===== src/rtl/alu_pkg.sv =====
// Shared ALU control encodings, MIPS opcode/funct values and the ID/EX entry
// type used by the issue stage and its decoder.
package alu_pkg;

   localparam int DATA_W = 32;

   localparam logic [2:0] ALU_AND = 3'b000;
   localparam logic [2:0] ALU_OR  = 3'b001;
   localparam logic [2:0] ALU_ADD = 3'b010;
   localparam logic [2:0] ALU_NOP = 3'b011;
   localparam logic [2:0] ALU_SUB = 3'b110;
   localparam logic [2:0] ALU_SLT = 3'b111;

   localparam logic [5:0] OP_RTYPE = 6'h00;
   localparam logic [5:0] OP_BEQ   = 6'h04;
   localparam logic [5:0] OP_ADDI  = 6'h08;
   localparam logic [5:0] OP_SLTI  = 6'h0A;
   localparam logic [5:0] OP_ANDI  = 6'h0C;
   localparam logic [5:0] OP_ORI   = 6'h0D;
   localparam logic [5:0] OP_LW    = 6'h23;
   localparam logic [5:0] OP_SW    = 6'h2B;

   localparam logic [5:0] FN_ADD  = 6'h20;
   localparam logic [5:0] FN_ADDU = 6'h21;
   localparam logic [5:0] FN_SUB  = 6'h22;
   localparam logic [5:0] FN_SUBU = 6'h23;
   localparam logic [5:0] FN_AND  = 6'h24;
   localparam logic [5:0] FN_OR   = 6'h25;
   localparam logic [5:0] FN_SLT  = 6'h2A;

   typedef struct packed {
      logic [2:0]        opcode;
      logic [DATA_W-1:0] a;
      logic [DATA_W-1:0] b;
      logic [4:0]        wb;
      logic              illegal;
   } entry_t;

   localparam entry_t RESET_ENTRY = '{opcode: ALU_NOP, a: 32'd0, b: 32'd0, wb: 5'd0, illegal: 1'b0};
   localparam entry_t ILLEGAL_ENTRY = '{opcode: ALU_NOP, a: 32'd0, b: 32'd0, wb: 5'd0, illegal: 1'b1};

   function automatic entry_t make_entry(input logic [2:0] op, input logic [DATA_W-1:0] a,
                                         input logic [DATA_W-1:0] b, input logic [4:0] wb);
      entry_t e;
      e.opcode  = op;
      e.a       = a;
      e.b       = b;
      e.wb      = wb;
      e.illegal = 1'b0;
      return e;
   endfunction

endpackage


===== src/rtl/alu_ctrl_decode.sv =====
// Combinational decode of a MIPS instruction word plus register operands into
// one ID/EX entry (ALU control, operands A/B, writeback register, illegal flag).
module alu_ctrl_decode
   import alu_pkg::*;
(
   input  logic [31:0]       i_instr,
   input  logic [DATA_W-1:0] i_rs_data,
   input  logic [DATA_W-1:0] i_rt_data,
   output entry_t            o_entry
);

   logic [5:0]        w_op;
   logic [5:0]        w_funct;
   logic [4:0]        w_rt;
   logic [4:0]        w_rd;
   logic [DATA_W-1:0] w_sext;
   logic [DATA_W-1:0] w_zext;
   logic [2:0]        w_rop;
   logic              w_rlegal;

   assign w_op    = i_instr[31:26];
   assign w_funct = i_instr[5:0];
   assign w_rt    = i_instr[20:16];
   assign w_rd    = i_instr[15:11];
   assign w_sext  = {{16{i_instr[15]}}, i_instr[15:0]};
   assign w_zext  = {16'd0, i_instr[15:0]};

   // R-type funct to ALU control
   always_comb begin
      w_rop    = ALU_NOP;
      w_rlegal = 1'b1;
      case (w_funct)
         FN_ADD, FN_ADDU: w_rop = ALU_ADD;
         FN_SUB, FN_SUBU: w_rop = ALU_SUB;
         FN_AND:          w_rop = ALU_AND;
         FN_OR:           w_rop = ALU_OR;
         FN_SLT:          w_rop = ALU_SLT;
         default:         w_rlegal = 1'b0;
      endcase
   end

   // Opcode decode; anything unrecognised becomes an all-zero illegal NOP
   always_comb begin
      o_entry = ILLEGAL_ENTRY;
      case (w_op)
         OP_RTYPE: begin
            if (w_rlegal) begin
               o_entry = make_entry(w_rop, i_rs_data, i_rt_data, w_rd);
            end else begin
               o_entry = ILLEGAL_ENTRY;
            end
         end
         OP_ADDI: o_entry = make_entry(ALU_ADD, i_rs_data, w_sext, w_rt);
         OP_SLTI: o_entry = make_entry(ALU_SLT, i_rs_data, w_sext, w_rt);
         OP_ANDI: o_entry = make_entry(ALU_AND, i_rs_data, w_zext, w_rt);
         OP_ORI:  o_entry = make_entry(ALU_OR,  i_rs_data, w_zext, w_rt);
         OP_LW:   o_entry = make_entry(ALU_ADD, i_rs_data, w_sext, w_rt);
         OP_SW:   o_entry = make_entry(ALU_ADD, i_rs_data, w_sext, 5'd0);
         OP_BEQ:  o_entry = make_entry(ALU_SUB, i_rs_data, i_rt_data, 5'd0);
         default: o_entry = ILLEGAL_ENTRY;
      endcase
   end

endmodule


===== src/rtl/alu_issue_stage.sv =====
// ID/EX issue stage: decodes the offered instruction and holds decoded entries
// in a 2-deep elastic buffer whose head feeds the ALU through valid/ready.
module alu_issue_stage
   import alu_pkg::*;
#(
   parameter int DEPTH = 2,
   parameter int W     = 32
) (
   input  logic         clk,
   input  logic         rst_n,
   input  logic         in_valid,
   output logic         in_ready,
   input  logic [31:0]  instr,
   input  logic [W-1:0] rs_data,
   input  logic [W-1:0] rt_data,
   input  logic         flush,
   output logic         out_valid,
   input  logic         out_ready,
   output logic [2:0]   alu_opcode,
   output logic [W-1:0] alu_rs,
   output logic [W-1:0] alu_rt,
   output logic [4:0]   wb_addr,
   output logic         illegal
);

   localparam logic [1:0] FULL_CNT = 2'(DEPTH);

   entry_t     r_mem [DEPTH];
   logic       r_wr_ptr;
   logic       r_rd_ptr;
   logic [1:0] r_count;

   entry_t     w_dec;
   entry_t     w_head;
   logic       w_push;
   logic       w_pop;

   alu_ctrl_decode u_decode (
      .i_instr   (instr),
      .i_rs_data (rs_data),
      .i_rt_data (rt_data),
      .o_entry   (w_dec)
   );

   // Ready/valid depend only on the registered count, never on the peer's signal
   assign in_ready = (r_count != FULL_CNT);
   assign out_valid = (r_count != 2'd0);
   assign w_push = in_valid && in_ready;
   assign w_pop  = out_valid && out_ready;

   assign w_head     = r_mem[r_rd_ptr];
   assign alu_opcode = w_head.opcode;
   assign alu_rs     = w_head.a;
   assign alu_rt     = w_head.b;
   assign wb_addr    = w_head.wb;
   assign illegal    = w_head.illegal;

   // Circular buffer storage, pointers and occupancy; flush beats push/pop
   always_ff @(posedge clk or negedge rst_n) begin
      if (!rst_n) begin
         for (int i = 0; i < DEPTH; i++) begin
            r_mem[i] <= RESET_ENTRY;
         end
         r_wr_ptr <= 1'b0;
         r_rd_ptr <= 1'b0;
         r_count  <= 2'd0;
      end else if (flush) begin
         r_wr_ptr <= 1'b0;
         r_rd_ptr <= 1'b0;
         r_count  <= 2'd0;
      end else begin
         if (w_push) begin
            r_mem[r_wr_ptr] <= w_dec;
            r_wr_ptr        <= r_wr_ptr + 1'b1;
         end
         if (w_pop) begin
            r_rd_ptr <= r_rd_ptr + 1'b1;
         end
         case ({w_push, w_pop})
            2'b10:   r_count <= r_count + 2'd1;
            2'b01:   r_count <= r_count - 2'd1;
            default: r_count <= r_count;
         endcase
      end
   end

endmodule


===== config.mk =====
export PLATFORM = sky130hd
export DESIGN_NAME = alu_issue_stage
export DESIGN_NICKNAME = d
export VERILOG_FILES = /design/src/rtl/alu_pkg.sv /design/src/rtl/alu_ctrl_decode.sv /design/src/rtl/alu_issue_stage.sv
export SDC_FILE = /design/constraint.sdc
export NUM_CORES = 1
export LEC_CHECK = 0
export CAP_MARGIN = 15
export CORE_MARGIN = 4
export CORE_UTILIZATION = 46
export CTS_CLUSTER_DIAMETER = 60
export DETAILED_ROUTE_END_ITERATION = 10
export HOLD_SLACK_MARGIN = 0.12
export PLACE_DENSITY = 0.78
export RECOVER_POWER = 100
export SLEW_MARGIN = 20
export SYNTH_ARGS = -nofsm -noshare
export SYNTH_HDL_FRONTEND = slang
export SYNTH_HIERARCHICAL = 1
export SYNTH_SLANG_ARGS = --single-unit

===== constraint.sdc =====
create_clock -name clk -period 2.7 [get_ports clk]
set_clock_uncertainty 0.15 [all_clocks]
set_input_delay 0.81 -clock clk [delete_from_list [all_inputs] [get_ports clk]]
set_output_delay 0.81 -clock clk [all_outputs]
set_load 0.02 [all_outputs]

==> results_dict.tcl, run 1 <==
set metrics [dict create \
    critical_path_class "in -> reg" \
    core_area_um2 16500 \
    ys_seq_area_share_pct 48.8 \
    route.detailed.drc 0 \
    worstHoldPathCells 1 \
    grt_use_total_pct 20.7 \
    worst_slack_ns -0.00362 \
    via_count 5198 \
    outcome "finished with violations" \
    diodes 0 \
    yosys.area.top_type "dfrtp_1" \
    end_kind "register" \
    max-vdd-ir-drop_uv 439 \
    synthTopCellsByArea "dfrtp_1 47%, mux2_2 24%, mux2_4 9.7%" \
    yosysMostFrequentCell "mux2_2" \
    startpoint_type "input port" \
    grt_pass1_wl_mm 30.3 \
    initialDrtViolationCount 208 \
    grt_start_max_net_pins 48 \
    cp.required_ns 2.90 \
    synth_edf_count 0 \
    slew_viol_final 0 \
    synth_flop_cell "dfrtp_1" \
    r2r_end "r_mem[69]" \
    syn_to_final_growth_pct 31.4 \
    chipWidth_um 137 \
    synthTopCellsByCount "165 x mux2_2, 146 x dfrtp_1, 50 x mux2_4" \
    power_density_nw_per_um2 587 \
    dieArea_um2 18900 \
    cts_tree "yes" \
    use_met1_pct 24.5 \
    maxCapViolCount 0 \
    io_pins 176 \
    worst_slew_pin_slew_ns 1.25 \
    r2r_slack_ns 0.39 \
    clock_path_buffers 2 \
    holdPathEnd "r_mem[96]" \
    clock_latency_ns 0.41 \
    layout.cells.non_filler 967 \
    ant_nets 0 \
    htreeDepth 4 \
    clk_pin_slew_ns 0.06 \
    rsz0062_at_grt "yes" \
    cp.arrival_ns 2.91 \
    synth_seq_cells 150 \
    drive_above_1_share_pct 48.3 \
    hold_buffers 0 \
    max_slew_margin_pct 16.9 \
    p_leak_nw 5.07 \
    whs_ns 0.334 \
    top_usage_layer "met2" \
    postSynthCellCount 534 \
    grtUsageMet2_pct 35.8 \
    max_freq_ghz 0.370 \
    rows 47 \
    rr_worst_depth 5 \
    violations "negative setup slack" \
    wl_per_cell_um 20.1 \
    gp_congestion 0.837 \
    overflow 0 \
    synth_top_area_share_pct 47.4 \
    final_nets 836 \
    synth_cell_types 43 \
    p_total_w 0.00594 \
    start_util_pct 46.6 \
    worst_hold_path_type "reg -> reg" \
    min_from "r_mem[96]" \
    vias_per_cell 5.38 \
    antenna_found_initial 0 \
    r2r-start "r_count[0]" \
    grt_pass1_vias 5876 \
    dp_hpwl_mm 13.1 \
    synth_fp_nets 635 \
    yosysWarnings 6 \
    synth_area_um2 7700 \
    period_needed_ns 2.70 \
    setup_viol 2 \
    use_met3_pct 6.76 \
    placedCellCount 931 \
    cts_inserted_buffers 17 \
    dr.pass1.iters 4 \
    syn-mean-instance-area_um2 14.4 \
    portBuffers 170 \
    clock_sinks 150 \
    ys_async_sr_fraction_pct 100 \
    cp_max_fo 6 \
    hold_viol 0 \
    routed_wl_mm 19.4 \
    fin_crit_sh_pct 100 \
    chipHeight_um 137 \
    cts_root_buffer "clkbuf_16" \
]
[report_power, final]
part           internal, W  total (W)  switching [W]
clock network      0.00157    0.00250       0.000932
logic             0.000522   0.000962       0.000439
registers          0.00240    0.00248      0.0000802
total              0.00449    0.00594        0.00145
[routing by layer]
layer | vias to the layer above | share of wire [%]
li1 | 2364 | -
met1 | 2654 | 42
met5 | - | 0
met4 | 0 | 1.7
met2 | 154 | 49
met3 | 26 | 7.0
[layout by cell type (no fill, tap or decap), drive strengths merged, types with 2 or more instances in the layout]
cell	count
mux2	219
dfrtp	146
clkdlybuf4s50	91
buf	79
clkbuf	67
a21boi	32
a22o	21
a21o	18
a21oi	7
nor2	6
clkinv	6
inv	5
bufinv	4
dfstp	4
o21ai	4
dlygate4sd3	3
nand2b	3
or2	2
mux2i	2
nor3b	2
nand3b	2
nand4	2
a2111oi	2
nor4	2
or3	2
or4	2
[layout make-up]
| class | count | area, um^2 |
|---|---|---|
| Sequential cell | 150 | 3760 |
| Fill cell | 1323 | 6400 |
| Clock buffer | 19 | 443 |
| Timing Repair Buffer | 222 | 1930 |
| Tap cell | 220 | 275 |
| Clock inverter | 12 | 178 |
| Multi-Input combinational cell | 340 | 3520 |
| Inverter | 4 | 15.0 |
[flip-flops by register name (all words and copies together), names as in the netlist]
register and cells:
r_count 2, r_mem 146, r_rd_ptr 1, r_wr_ptr 1
[cell families after synthesis]
kind of cell / count (synthesis) / share of synthesized area, %
AOI/OAI and AO/OA: 91 / 10.1
and+or+nand+nor: 27 / 2.52
buffers and inverters: 44 / 3.74
xor gates and xnor gates: 1 / 0.114
muxes: 221 / 34.7
DFF: 150 / 48.8
[critical path, cell delays in order]
cell	delay [ns]
dlygate4sd3_1	0.69
mux2i_1	0.25
nand3b_1	0.14
a21oi_1	0.54
a22o_1	0.30
mux2_2	0.17
[metrics by stage]
stage / util, % / cell area, um^2 / TNS (ns) / worst slack, ns
floorplan: - / 7700 / 0 / 0.0948
global placement: 60.1 / 9930 / -25.14 / -0.267
detailed placement: 60.1 / 9930 / -30.77 / -0.294
CTS: 63.0 / 10400 / -0.0827 / -0.0827
global route: 61.3 / 10100 / -0.0441 / -0.0109
finish: 61.3 / 10100 / -0.00443 / -0.00362
[worst max path at each step]
stage,from,endpoint,slack (ns),cells after the start
2_1_floorplan,instr[28],r_mem[0],0.09,7
3_3_place_gp,instr[4],r_mem[72],-0.27,7
3_5_place_dp,instr[28],r_mem[1],-0.29,6
4_1_cts,r_rd_ptr,wb_addr[1],-0.08,4
5_1_grt,r_rd_ptr,wb_addr[1],-0.01,4
6_report,instr[28],r_mem[2],-0.004,6
[timing repair]
action,4_1_cts,5_1_grt
buffers inserted,3,0
hold endpoints to repair,0,0
gates resized for setup,275,46
gates cloned,1,1
endpoints found under the setup margin,74,35
No activity file was read; power rests on OpenSTA's default activity.
==> run 2: changes to the inputs <==
- CORE_ASPECT_RATIO: not set -> 1.5
==> results_dict.tcl, run 2 (synthesized netlist as in run 1, its figures left out) <==
set metrics [dict create \
    worst_hold_path_type "reg -> reg" \
    hold_viol 0 \
    final_core_util_pct 62.8 \
    power_density_nw_per_um2 568 \
    layout_commonest_cell "mux2_2" \
    dieArea_um2 18900 \
    overflow 0 \
    wl_per_cell_um 21.0 \
    cpPeakStageDelay_ns 0.64 \
    cts_tree "yes" \
    portBuffers 170 \
    grt_pass1_wl_mm 32.2 \
    dr.pass1.iters 4 \
    r2r_slack_ns 0.63 \
    largestRegisters "r_mem (146), r_count (2)" \
    drive_above_1_share_pct 50.5 \
    route.detailed.drc 0 \
    worst_slew_pin_slew_ns 1.09 \
    start_util_pct 47.2 \
    hold_buffers 0 \
    end_kind "register" \
    crit_buf_inv 3 \
    ant_nets 0 \
    p_leak_nw 5.10 \
    cp_top_family "buffers and inverters" \
    maxCapViolCount 0 \
    vias_per_cell 5.54 \
    clk_pin_slew_ns 0.06 \
    core_area_um2 16300 \
    critical_path_class "in -> reg" \
    syn_to_final_growth_pct 33.1 \
    grt_start_max_net_pins 45 \
    antenna_found_initial 1 \
    setup_viol 0 \
    via_count 5292 \
    worstPathCellList "clkdlybuf4s50_1, or4_1, a211oi_4, clkbuf_2, buf_6, a21o_1, mux2_2" \
    multi_input_area_um2 3570 \
    slowest_stage "or4_1" \
    final_nets 837 \
    htreeDepth 4 \
    outcome "finished clean" \
    clock_path_buffers 2 \
    rsz0062_at_grt "yes" \
    cp.required_ns 2.91 \
    startpoint_type "input port" \
    largest_reg_flops 146 \
    max-vdd-ir-drop_uv 349 \
    max_slew_margin_pct 27.1 \
    period_needed_ns 2.70 \
    fin_crit_sh_pct 99.8 \
    clock_sinks 150 \
    initialDrtViolationCount 284 \
    routed_wl_mm 20.0 \
    slew_viol_final 0 \
    diodes 0 \
    worst_slack_ns 0.00431 \
    rows 57 \
    place_ws_ns -0.471 \
    chipHeight_um 166 \
    regMostFlops "r_mem" \
    fill_cells 1259 \
    cts_root_buffer "clkbuf_16" \
    io_pins 176 \
    max_freq_ghz 0.371 \
    dp_hpwl_mm 13.6 \
    seq_area_um2 3760 \
    grt_pass1_vias 6025 \
    clock_latency_ns 0.42 \
    cp.arrival_ns 2.90 \
    mostFrequentLayoutCells "163 x mux2_2, 145 x dfrtp_1, 91 x clkdlybuf4s50_1, 47 x mux2_4, 47 x buf_2" \
    chipWidth_um 114 \
    grt_use_total_pct 21.6 \
    cp_max_fo 16 \
    cts_inserted_buffers 17 \
    gp_congestion 0.868 \
]
run 2: cell count changes in the layout (fill, tap and decap cells not counted), moves of 3 or more:
cell and change:
clkbuf_2 -35, buf_12 +5, clkdlybuf4s15_2 +8, mux2_1 -18, mux2_4 +17, buf_2 +22
a21boi_0 +4, a21boi_2 -3
run 2: per-layer routing:
| layer | vias up | wire length, um | track usage, % |
|---|---|---|---|
| li1 | 2370 | - | - |
| met1 | 2720 | 7630 | 25.4 |
| met2 | 158 | 10900 | 37.8 |
| met3 | 42 | 948 | 4.39 |
| met4 | 2 | 586 | 9.41 |
| met5 | - | 13 | 0 |
run 2: cell type report:
type                            instances  area share [%]
Clock inverter                         12            1.23
Inverter                                4           0.146
Timing Repair Buffer                  223            20.1
Clock buffer                           20            4.45
Sequential cell                       150            36.7
Tap cell                              206            2.51
Multi-Input combinational cell        340            34.8
run 2: final timing paths:
| check | from | to | depth (start not counted) |
|---|---|---|---|
| min in group asynchronous | rst_n | r_mem[23] | 1 |
| max in group asynchronous | rst_n | r_mem[125] | 2 |
| setup / recovery | instr[27] | r_mem[35] | 7 |
| hold reg to reg | r_mem[93] | r_mem[93] | 1 |
| hold / removal | r_mem[93] | r_mem[93] | 1 |
| setup reg to reg | r_count[0] | r_mem[10] | 5 |
run 2: through the flow:
stage	TNS, ns	power, W	hold slack [ns]	cells	instance area, um^2
6_report	0	0.00582	0.339	955	10300
5_1_grt	-0.899	0.00604	0.360	955	10300
4_1_cts	-0.281	0.00589	0.158	954	10400
3_5_place_dp	-29.95	0.00355	0.335	917	9950
3_3_place_gp	-26.03	0.00351	0.315	917	9950
2_1_floorplan	0	0.00305	0.304	534	7700
run 2: timing repair:
| item | CTS | global route |
|---|---|---|
| pin swaps | 0 | 0 |
| setup endpoints to repair | 76 | 45 |
| buffers inserted | 2 | 2 |
| cloned | 3 | 0 |
| resized for setup | 293 | 32 |
run 2: where the power goes:
group	internal [W]	switching (W)	leakage (nW)	total, W
registers	0.00240	0.0000841	2.04	0.00249
logic	0.000549	0.000447	2.77	0.000996
clock network	0.00141	0.000930	0.286	0.00234
total	0.00436	0.00146	5.10	0.00582
run 2: worst reg2reg max path: stages, from the launching register on:
cell,delay [ns]
dfrtp_1,0.42
and2b_1,0.32
inv_1,0.11
nand4b_1,0.27
buf_12,0.27
mux2_2,0.42
==> run 3: changes to the inputs <==
- CORE_UTILIZATION: 46 -> 30
- CTS_BUF_LIST: not set -> sky130_fd_sc_hd__clkbuf_4
- GPL_TIMING_DRIVEN: not set -> 1
- PLACE_DENSITY: 0.78 -> 0.56
==> results_dict.tcl, run 3 (synthesized netlist as in run 1, its figures left out) <==
set metrics [dict create \
    mostFrequentLayoutCells "152 x mux2_2, 145 x dfrtp_1, 90 x clkdlybuf4s50_1, 67 x buf_6, 54 x mux2_4" \
    holdPathEnd "r_mem[138]" \
    fill_cells 2365 \
    route.detailed.drc 0 \
    dp_hpwl_mm 14.3 \
    slowest_stage "dfrtp_4" \
    violations "negative setup slack" \
    syn_to_final_growth_pct 38.7 \
    wl_per_cell_um 19.5 \
    cts_tree "yes" \
    cpPeakStageDelay_ns 0.54 \
    use_met3_pct 3.11 \
    cp_top_family "buffers and inverters" \
    portBuffers 170 \
    max_slew_margin_pct 34.6 \
    clk_pin_slew_ns 0.12 \
    worst_hold_path_type "reg -> reg" \
    setup_viol 157 \
    via_count 5187 \
    r2r-start "r_count[0]" \
    clock_latency_ns 0.53 \
    grt_pass1_wl_mm 32.7 \
    r2r_slack_ns 0.77 \
    overflow 0 \
    grt_pass1_vias 5951 \
    dieArea_um2 28400 \
    startpoint_type "register" \
    cp.arrival_ns 1.93 \
    initialDrtViolationCount 181 \
    period_needed_ns 2.89 \
    gp_congestion 0.782 \
    chipWidth_um 139 \
    htreeDepth 4 \
    largest_reg_flops 146 \
    outcome "finished with violations" \
    worst_slew_pin_slew_ns 0.982 \
    regMostFlops "r_mem" \
    crit_top_cell "buf_12" \
    max_freq_ghz 0.346 \
    final_area_um2 10700 \
    power_density_nw_per_um2 484 \
    critical_path_class "reg -> out" \
    crit_buf_inv 4 \
    cts_root_buffer "clkbuf_4" \
    core_area_um2 25200 \
    chipHeight_um 204 \
    routed_wl_mm 21.1 \
    cts_inserted_buffers 17 \
    antenna_found_initial 2 \
    slew_viol_final 0 \
    worstPathCellList "buf_12, buf_12, clkbuf_16, mux2_2, buf_6" \
    fin_crit_sh_pct 107 \
    worst_slack_ns -0.192 \
    use_met1_pct 17.0 \
    maxCapViolCount 0 \
    cp.required_ns 1.74 \
    top_usage_layer "met2" \
    grt_start_max_net_pins 47 \
    final_nets 842 \
    layout_commonest_cell "mux2_2" \
    min_from "r_mem[138]" \
    p_leak_nw 5.14 \
    cp_max_fo 7 \
    drive_above_1_share_pct 53.0 \
    rsz0062_at_grt "yes" \
    end_kind "output pin" \
    dr.pass1.iters 4 \
    rr_worst_depth 6 \
    setup-tns-final_ns -11.83 \
    start_util_pct 30.5 \
    r2r_end "r_mem[36]" \
    max-vdd-ir-drop_uv 279 \
    clock_sinks 150 \
    grtUsageMet2_pct 26.6 \
    dpl-instance-area_um2 10100 \
    grt_use_total_pct 14.8 \
    rows 71 \
    ant_nets 0 \
    clock_path_buffers 2 \
    hold_viol 0 \
    io_pins 176 \
    worstHoldPathCells 1 \
    whs_ns 0.349 \
    vias_per_cell 4.79 \
    largestRegisters "r_mem (146), r_count (2)" \
]
[run 3: changes by cell type in the layout (fill, tap and decap cells not counted), sizes merged, moves of 2 or more]
cell,previous run,this run
clkdlybuf4s15,8,0
dlygate4sd3,3,5
diode,0,2
bufinv,2,4
buf,108,121
[run 3: metal layers]
metal | part of all wire (%) | wire [um] | vias up
li1 | - | - | 2387
met1 | 40 | 8450 | 2640
met2 | 53 | 11300 | 135
met3 | 4.0 | 853 | 25
met4 | 2.4 | 503 | 0
met5 | 0 | 0 | -
[run 3: timing repair]
action,in CTS,in global routing
buffers inserted,7,0
endpoints found under the setup margin,75,76
pin swaps,0,0
resized for setup,428,26
hold buffers,1,0
hold endpoints to repair,36,0
cloned,4,2
[run 3: worst max-delay path by stage]
| stage | start | to | cells past startpoint |
|---|---|---|---|
| 2_1_floorplan | instr[28] | r_mem[0] | 7 |
| 3_3_place_gp | instr[4] | r_mem[72] | 7 |
| 3_5_place_dp | instr[4] | r_mem[72] | 7 |
| 4_1_cts | r_rd_ptr | alu_opcode[0] | 5 |
| 5_1_grt | r_rd_ptr | alu_rs[31] | 5 |
| 6_report | r_rd_ptr | alu_rs[20] | 5 |
[run 3: final cells by class]
| cell class | count | area [um^2] | share of cell area (%) |
|---|---|---|---|
| sequential | 150 | 3760 | 35.2 |
| multi-input combinational | 340 | 3680 | 34.4 |
| timing repair buffer | 228 | 2500 | 23.4 |
| tap | 328 | 410 | 3.84 |
| clock inverter | 11 | 158 | 1.48 |
| clock buffer | 20 | 150 | 1.41 |
| inverter | 4 | 15.0 | 0.141 |
| antenna | 2 | 5.00 | 0.0468 |
[run 3: metrics by stage]
stage | instances | utilization [%] | setup WS [ns] | total power, W
after floorplan | 534 | - | 0.0948 | 0.00305
after global placement | 1038 | 40.1 | -0.498 | 0.00354
after detailed placement | 1038 | 40.1 | -0.513 | 0.00356
after CTS | 1081 | 42.5 | -0.307 | 0.00528
after global routing | 1082 | 42.3 | -0.304 | 0.00542
final | 1083 | 42.4 | -0.192 | 0.00517
[run 3: worst register-to-register path: stages, from the launching register on]
cell and delay, ns:
dfrtp_1 0.44, and2b_2 0.29, inv_1 0.08, nand4b_1 0.15, buf_12 0.16, buf_12 0.20, mux2_2 0.36
[run 3: where the power goes]
part           switching [W]  internal, W
logic               0.000476     0.000654
clock network       0.000813     0.000750
registers          0.0000781      0.00240
